[src/rtl/snake_game_sm.sv]
// snake_game_sm: snake game-state sequencer (body, length, food, direction, idle/run/collect/win/lose); define SNAKE_WRAP_WALLS_EN to wrap walls instead of losing
module snake_game_sm #(
  parameter int         WIN_LEN   = 15,
  parameter logic [7:0] INIT_HEAD = 8'h77,
  parameter logic [7:0] INIT_FOOD = 8'h7C,
  parameter logic [7:0] LFSR_SEED = 8'hA5
) (
  input  logic         Clk,
  input  logic         Reset_n,
  input  logic         Tick,
  input  logic         Start,
  input  logic         BtnU,
  input  logic         BtnD,
  input  logic         BtnL,
  input  logic         BtnR,
  output logic         Qi,
  output logic         Qr,
  output logic         Qc,
  output logic         Qw,
  output logic         Ql,
  output logic [7:0]   Food,
  output logic [3:0]   Length,
  output logic [127:0] Locations_Flat
);
  typedef enum logic [2:0] {S_IDLE, S_RUN, S_COLL, S_WIN, S_LOSE} state_t;
  localparam logic [1:0] DIR_U = 2'd0, DIR_D = 2'd1, DIR_L = 2'd2, DIR_R = 2'd3;
  localparam logic [3:0] WIN = 4'(WIN_LEN);
  state_t     state_q, state_d;
  logic [7:0] seg_q [16];
  logic [7:0] seg_d [16];
  logic [3:0] len_q, len_d;
  logic [7:0] food_q, food_d, lfsr_q, lfsr_d;
  logic [1:0] dir_q, dir_d, req_q, req_d, btn_dir;
  logic [3:0] hx, hy;
  logic [7:0] nh, tail;
  logic       wall, hit, eat, free;

  function automatic logic [7:0] init_seg(input int k);
    return k == 0 ? INIT_HEAD : k == 1 ? INIT_HEAD - 8'd1 : INIT_HEAD - 8'd2;
  endfunction

  assign hx      = seg_q[0][3:0];
  assign hy      = seg_q[0][7:4];
  assign nh      = req_q == DIR_U ? {hy - 4'd1, hx} : req_q == DIR_D ? {hy + 4'd1, hx} :
                   req_q == DIR_L ? {hy, hx - 4'd1} : {hy, hx + 4'd1};
`ifdef SNAKE_WRAP_WALLS_EN
  assign wall    = 1'b0;
`else
  assign wall    = (req_q == DIR_U && hy == 4'd0) || (req_q == DIR_D && hy == 4'd15) ||
                   (req_q == DIR_L && hx == 4'd0) || (req_q == DIR_R && hx == 4'd15);
`endif
  assign eat     = nh == food_q;
  assign tail    = seg_q[len_q - 4'd2];
  assign btn_dir = BtnU ? DIR_U : BtnD ? DIR_D : BtnL ? DIR_L : DIR_R;

  // body collision for the next head (tail cell counts only when eating) and occupancy of the food candidate
  always_comb begin
    hit  = 1'b0;
    free = 1'b1;
    for (int k = 0; k < 16; k++) begin
      if (k < int'(len_q) - (eat ? 0 : 1) && seg_q[k] == nh) hit = 1'b1;
      if (k < int'(len_q) && seg_q[k] == lfsr_q) free = 1'b0;
    end
  end

  // state register
  always_ff @(posedge Clk or negedge Reset_n) begin
    if (!Reset_n) state_q <= S_IDLE;
    else          state_q <= state_d;
  end

  // next-state logic
  always_comb begin
    state_d = state_q;
    case (state_q)
      S_IDLE:  state_d = Start ? S_RUN : S_IDLE;
      S_RUN:   if (Tick) state_d = (wall || hit) ? S_LOSE : !eat ? S_RUN : (len_q + 4'd1 == WIN) ? S_WIN : S_COLL;
      S_COLL:  state_d = free ? S_RUN : S_COLL;
      default: state_d = Start ? S_IDLE : state_q;
    endcase
  end

  // datapath next values: direction latch/commit, body shift, food search, game re-initialisation
  always_comb begin
    seg_d  = seg_q;
    len_d  = len_q;
    food_d = food_q;
    dir_d  = dir_q;
    req_d  = ((BtnU | BtnD | BtnL | BtnR) && btn_dir != (dir_q ^ 2'd1)) ? btn_dir : req_q;
    lfsr_d = {lfsr_q[6:0], 1'b0} ^ (lfsr_q[7] ? 8'h71 : 8'h00);
    if (state_q == S_RUN && Tick) dir_d = req_q;
    if (state_q == S_RUN && Tick && !wall && !hit) begin
      seg_d[0] = nh;
      for (int k = 1; k < 16; k++) seg_d[k] = (eat || k < int'(len_q)) ? seg_q[k-1] : tail;
      len_d = len_q + {3'd0, eat};
    end
    if (state_q == S_COLL) food_d = lfsr_q;
    if (state_q == S_IDLE && Start) begin
      for (int k = 0; k < 16; k++) seg_d[k] = init_seg(k);
      len_d  = 4'd3;
      food_d = INIT_FOOD;
      dir_d  = DIR_R;
      req_d  = DIR_R;
    end
  end

  // datapath registers
  always_ff @(posedge Clk or negedge Reset_n) begin
    if (!Reset_n) begin
      for (int k = 0; k < 16; k++) seg_q[k] <= init_seg(k);
      len_q  <= 4'd3;
      food_q <= INIT_FOOD;
      dir_q  <= DIR_R;
      req_q  <= DIR_R;
      lfsr_q <= LFSR_SEED;
    end else begin
      seg_q  <= seg_d;
      len_q  <= len_d;
      food_q <= food_d;
      dir_q  <= dir_d;
      req_q  <= req_d;
      lfsr_q <= lfsr_d;
    end
  end

  // outputs: one-hot state, live food candidate during search, flattened body
  always_comb begin
    Qi     = state_q == S_IDLE;
    Qr     = state_q == S_RUN;
    Qc     = state_q == S_COLL;
    Qw     = state_q == S_WIN;
    Ql     = state_q == S_LOSE;
    Food   = state_q == S_COLL ? lfsr_q : food_q;
    Length = len_q;
    Locations_Flat = '0;
    for (int k = 0; k < 16; k++) Locations_Flat[127-8*k -: 8] = seg_q[k];
  end
endmodule

[config.mk]
export PLATFORM = sky130hd
export DESIGN_NAME = snake_game_sm
export DESIGN_NICKNAME = d
export VERILOG_FILES = /design/src/rtl/snake_game_sm.sv
export SDC_FILE = /design/constraint.sdc
export NUM_CORES = 1
export LEC_CHECK = 0
export CORE_MARGIN = 2
export CORE_UTILIZATION = 35
export CTS_CLUSTER_DIAMETER = 150
export DETAILED_ROUTE_END_ITERATION = 8
export DONT_BUFFER_PORTS = 1
export PLACE_DENSITY = 0.55
export SYNTH_ARGS = -nofsm -noshare
export SYNTH_HDL_FRONTEND = slang
export SYNTH_SLANG_ARGS = --single-unit
[constraint.sdc]
create_clock -name Clk -period 18.2 [get_ports Clk]
set_input_delay 1.82 -clock Clk [delete_from_list [all_inputs] [get_ports Clk]]
set_output_delay 1.82 -clock Clk [all_outputs]
set_load 0.005 [all_outputs]
==> qor.yml <==
drive_gt1_frac: 0.173
min_period_over_period: 0.471
clockRootBuffer: "clkbuf_16"
clk_transition_reported_paths_ns: 0.07
min_period_ns: 8.57
grt_usage: 0.288
pre_cts_ws_ns: 9.92
hold_viol_final: 0
die_h_um: 199
p_seq_frac: 0.289
status: "finished clean"
drc: 0
relSlewSlack: 0.179
crit_path_max_fanout: 52
regToRegSetupSlack_ns: 9.63
gr-total-overflow: 0
path_class: "flip-flop to flip-flop"
netSwitchingPower_uw: 1710
swShare: 0.513
syn_inst: 1366
fin_tns_setup_ns: 0
drt-total-wl_mm: 56.7
syn_avg_cell_area_um2: 9.79
p_leak_uw: 0.00545
startpoint_type: "flip-flop"
max_cap_violations: 0
cp-end-kind: "flip-flop"
synth_warnings: 0
power_frac_comb: 0.588
holdWs_ns: 0.398
vias: 11200
syn_area_um2: 13400
tightest_slew_ns: 1.22
ctsHtreeMaxLevel: 4
die-area_um2: 39800
seq_area_frac_synth: 0.299
ys_seq_elements: 155
grt_max_degree: 156
power.internal_uw: 1620
wl_per_cell_um: 31.4
ant_nets: 0
cts_made_buffers: 17
cp.required_ns: 18.58
cts_buffer_depth: 2
cts_tree: "done"
synth_edf_count: 0
nNetsFinal: 1300
synth_cell_types: 75
diodes: 0
port_buffers: 0
setup_viol: 0
place_hpwl_mm: 37.9
syn_nets: 1385
ir_drop_mv: 0.105
grt_pass1_vias: 11100
final_common_cell: "mux2i_1"
clkSinkCount: 155
synthArstFlopShare: 1.00
grt_pass1_wl_mm: 82.0
pin_count: 153
synth_ff_type: "dfstp_2"
hold_buffers: 0
fmax_ghz: 0.117
rows: 71
min-delay-path-class: "flip-flop to flip-flop"
postCtsSetupRepairBufs: 0
die_w_um: 199
drt_iter0_markers: 1219
crit_arrival_ns: 8.95
antenna_found_initial: 1
pwr-share-clk: 0.123
start_util: 0.355
vias_per_cell: 6.20
drv_slew: 0
rsz0062_at_grt: "false"
final_cell_mix: "233 x mux2i_1, 169 x xnor2_1, 102 x nor2_1"
fin_skew_ns: 0.0188
clk_latency_ns: 0.47
place_congestion: 0.994
cts_resized: 0
power_density_nw_per_um2: 233
syn_to_final_growth_pct: 6.72
setup_ws_ns: 9.63
drt-pass1-iter-count: 5
core_area_um2: 37700
[routing by layer]
metal / part of all wire / up-vias / wire, µm / track usage
met1: 0.40 / 5714 / 22600 / 0.367
li1: - / 4666 / - / -
met2: 0.45 / 628 / 25600 / 0.443
met5: 0.00021 / - / 12 / 0
met4: 0.053 / 2 / 2990 / 0.152
met3: 0.096 / 181 / 5470 / 0.0839
[layout make-up]
class                      count  area, µm²
timing repair buffer          26        195
sequential                   155       4000
clock buffer                  18        439
tap                          511        639
inverter                      17       63.8
multi-input combinational   1064       8710
fill                        3742      23400
clock inverter                14        218
[cells in the mapped netlist (24+ instances only)]
cell type	instances	area share
mux4_2	40	0.067
nand2_1	87	0.024
dfstp_2	96	0.19
nor2_1	102	0.029
nor4_1	24	0.011
nand4_1	31	0.015
clkbuf_1	79	0.022
dfrtp_1	59	0.11
a21oi_1	29	0.011
xor2_1	95	0.062
mux2i_1	233	0.17
nand3_1	39	0.015
xnor2_1	170	0.11
[power groups by stage]
| stage | sequential [µW] | combinational, µW | clock (µW) |
|---|---|---|---|
| 6_report | 960 | 1960 | 409 |
| 3_3_place_gp | 960 | 1890 | 0 |
| 4_1_cts | 958 | 1920 | 413 |
| 2_1_floorplan | 698 | 1530 | 0 |
| 5_1_grt | 977 | 2080 | 428 |
| 3_5_place_dp | 963 | 1910 | 0 |
[stage by stage]
step	util	total power, µW	cell area, µm²	instances
floorplan	-	2230	13400	1366
global placement	0.361	2850	13600	1773
detailed placement	0.361	2870	13600	1773
CTS	0.379	3290	14300	1805
global route	0.379	3480	14300	1805
finish	0.379	3330	14300	1805
[flip-flops by register name, summed over array words and instances (netlist names)]
name / count
dir_q: 2
req_q: 2
lfsr_q: 8
Length: 4
state_q: 3
food_q: 8
Locations_Flat: 128
[worst max-delay path, cell delays in order, from the launching register on]
cell	delay, ns
dfstp_2	1.06
xnor2_1	0.20
ha_1	0.28
or4b_1	0.18
nand2_2	0.38
xnor2_1	1.12
xor2_1	0.24
nand3_2	0.71
ha_1	0.56
ha_1	0.48
inv_1	0.14
nor4_1	0.29
nor3_1	0.13
nand3_1	0.11
nor4_1	0.07
or4_1	0.58
nor4_4	0.27
and2_4	0.48
buf_4	0.78
mux2i_1	0.30
[path summary, 6_finish.rpt]
kind,cells past startpoint,startpoint,to
max reg2reg,19,Locations_Flat[121],Locations_Flat[93]
max in group asynchronous,0,Reset_n,food_q[5]
max,19,Locations_Flat[121],Locations_Flat[93]
min reg2reg,0,lfsr_q[7],lfsr_q[0]
min in group asynchronous,0,Reset_n,Locations_Flat[83]
min,0,lfsr_q[7],lfsr_q[0]
[logic make-up (layout without fill, tap and decap cells)]
family | count (synthesis) | in the layout | synth area share
DFF | 155 | 155 | 0.299
AOI/OAI and AO/OA | 132 | 132 | 0.0684
xor gates and xnor gates | 273 | 273 | 0.187
buffers and inverters | 147 | 75 | 0.0509
and+or+nand+nor | 365 | 365 | 0.134
adders and majority gates | 11 | 11 | 0.0103
muxes | 283 | 283 | 0.250
Power figures use the tool's default switching activity.
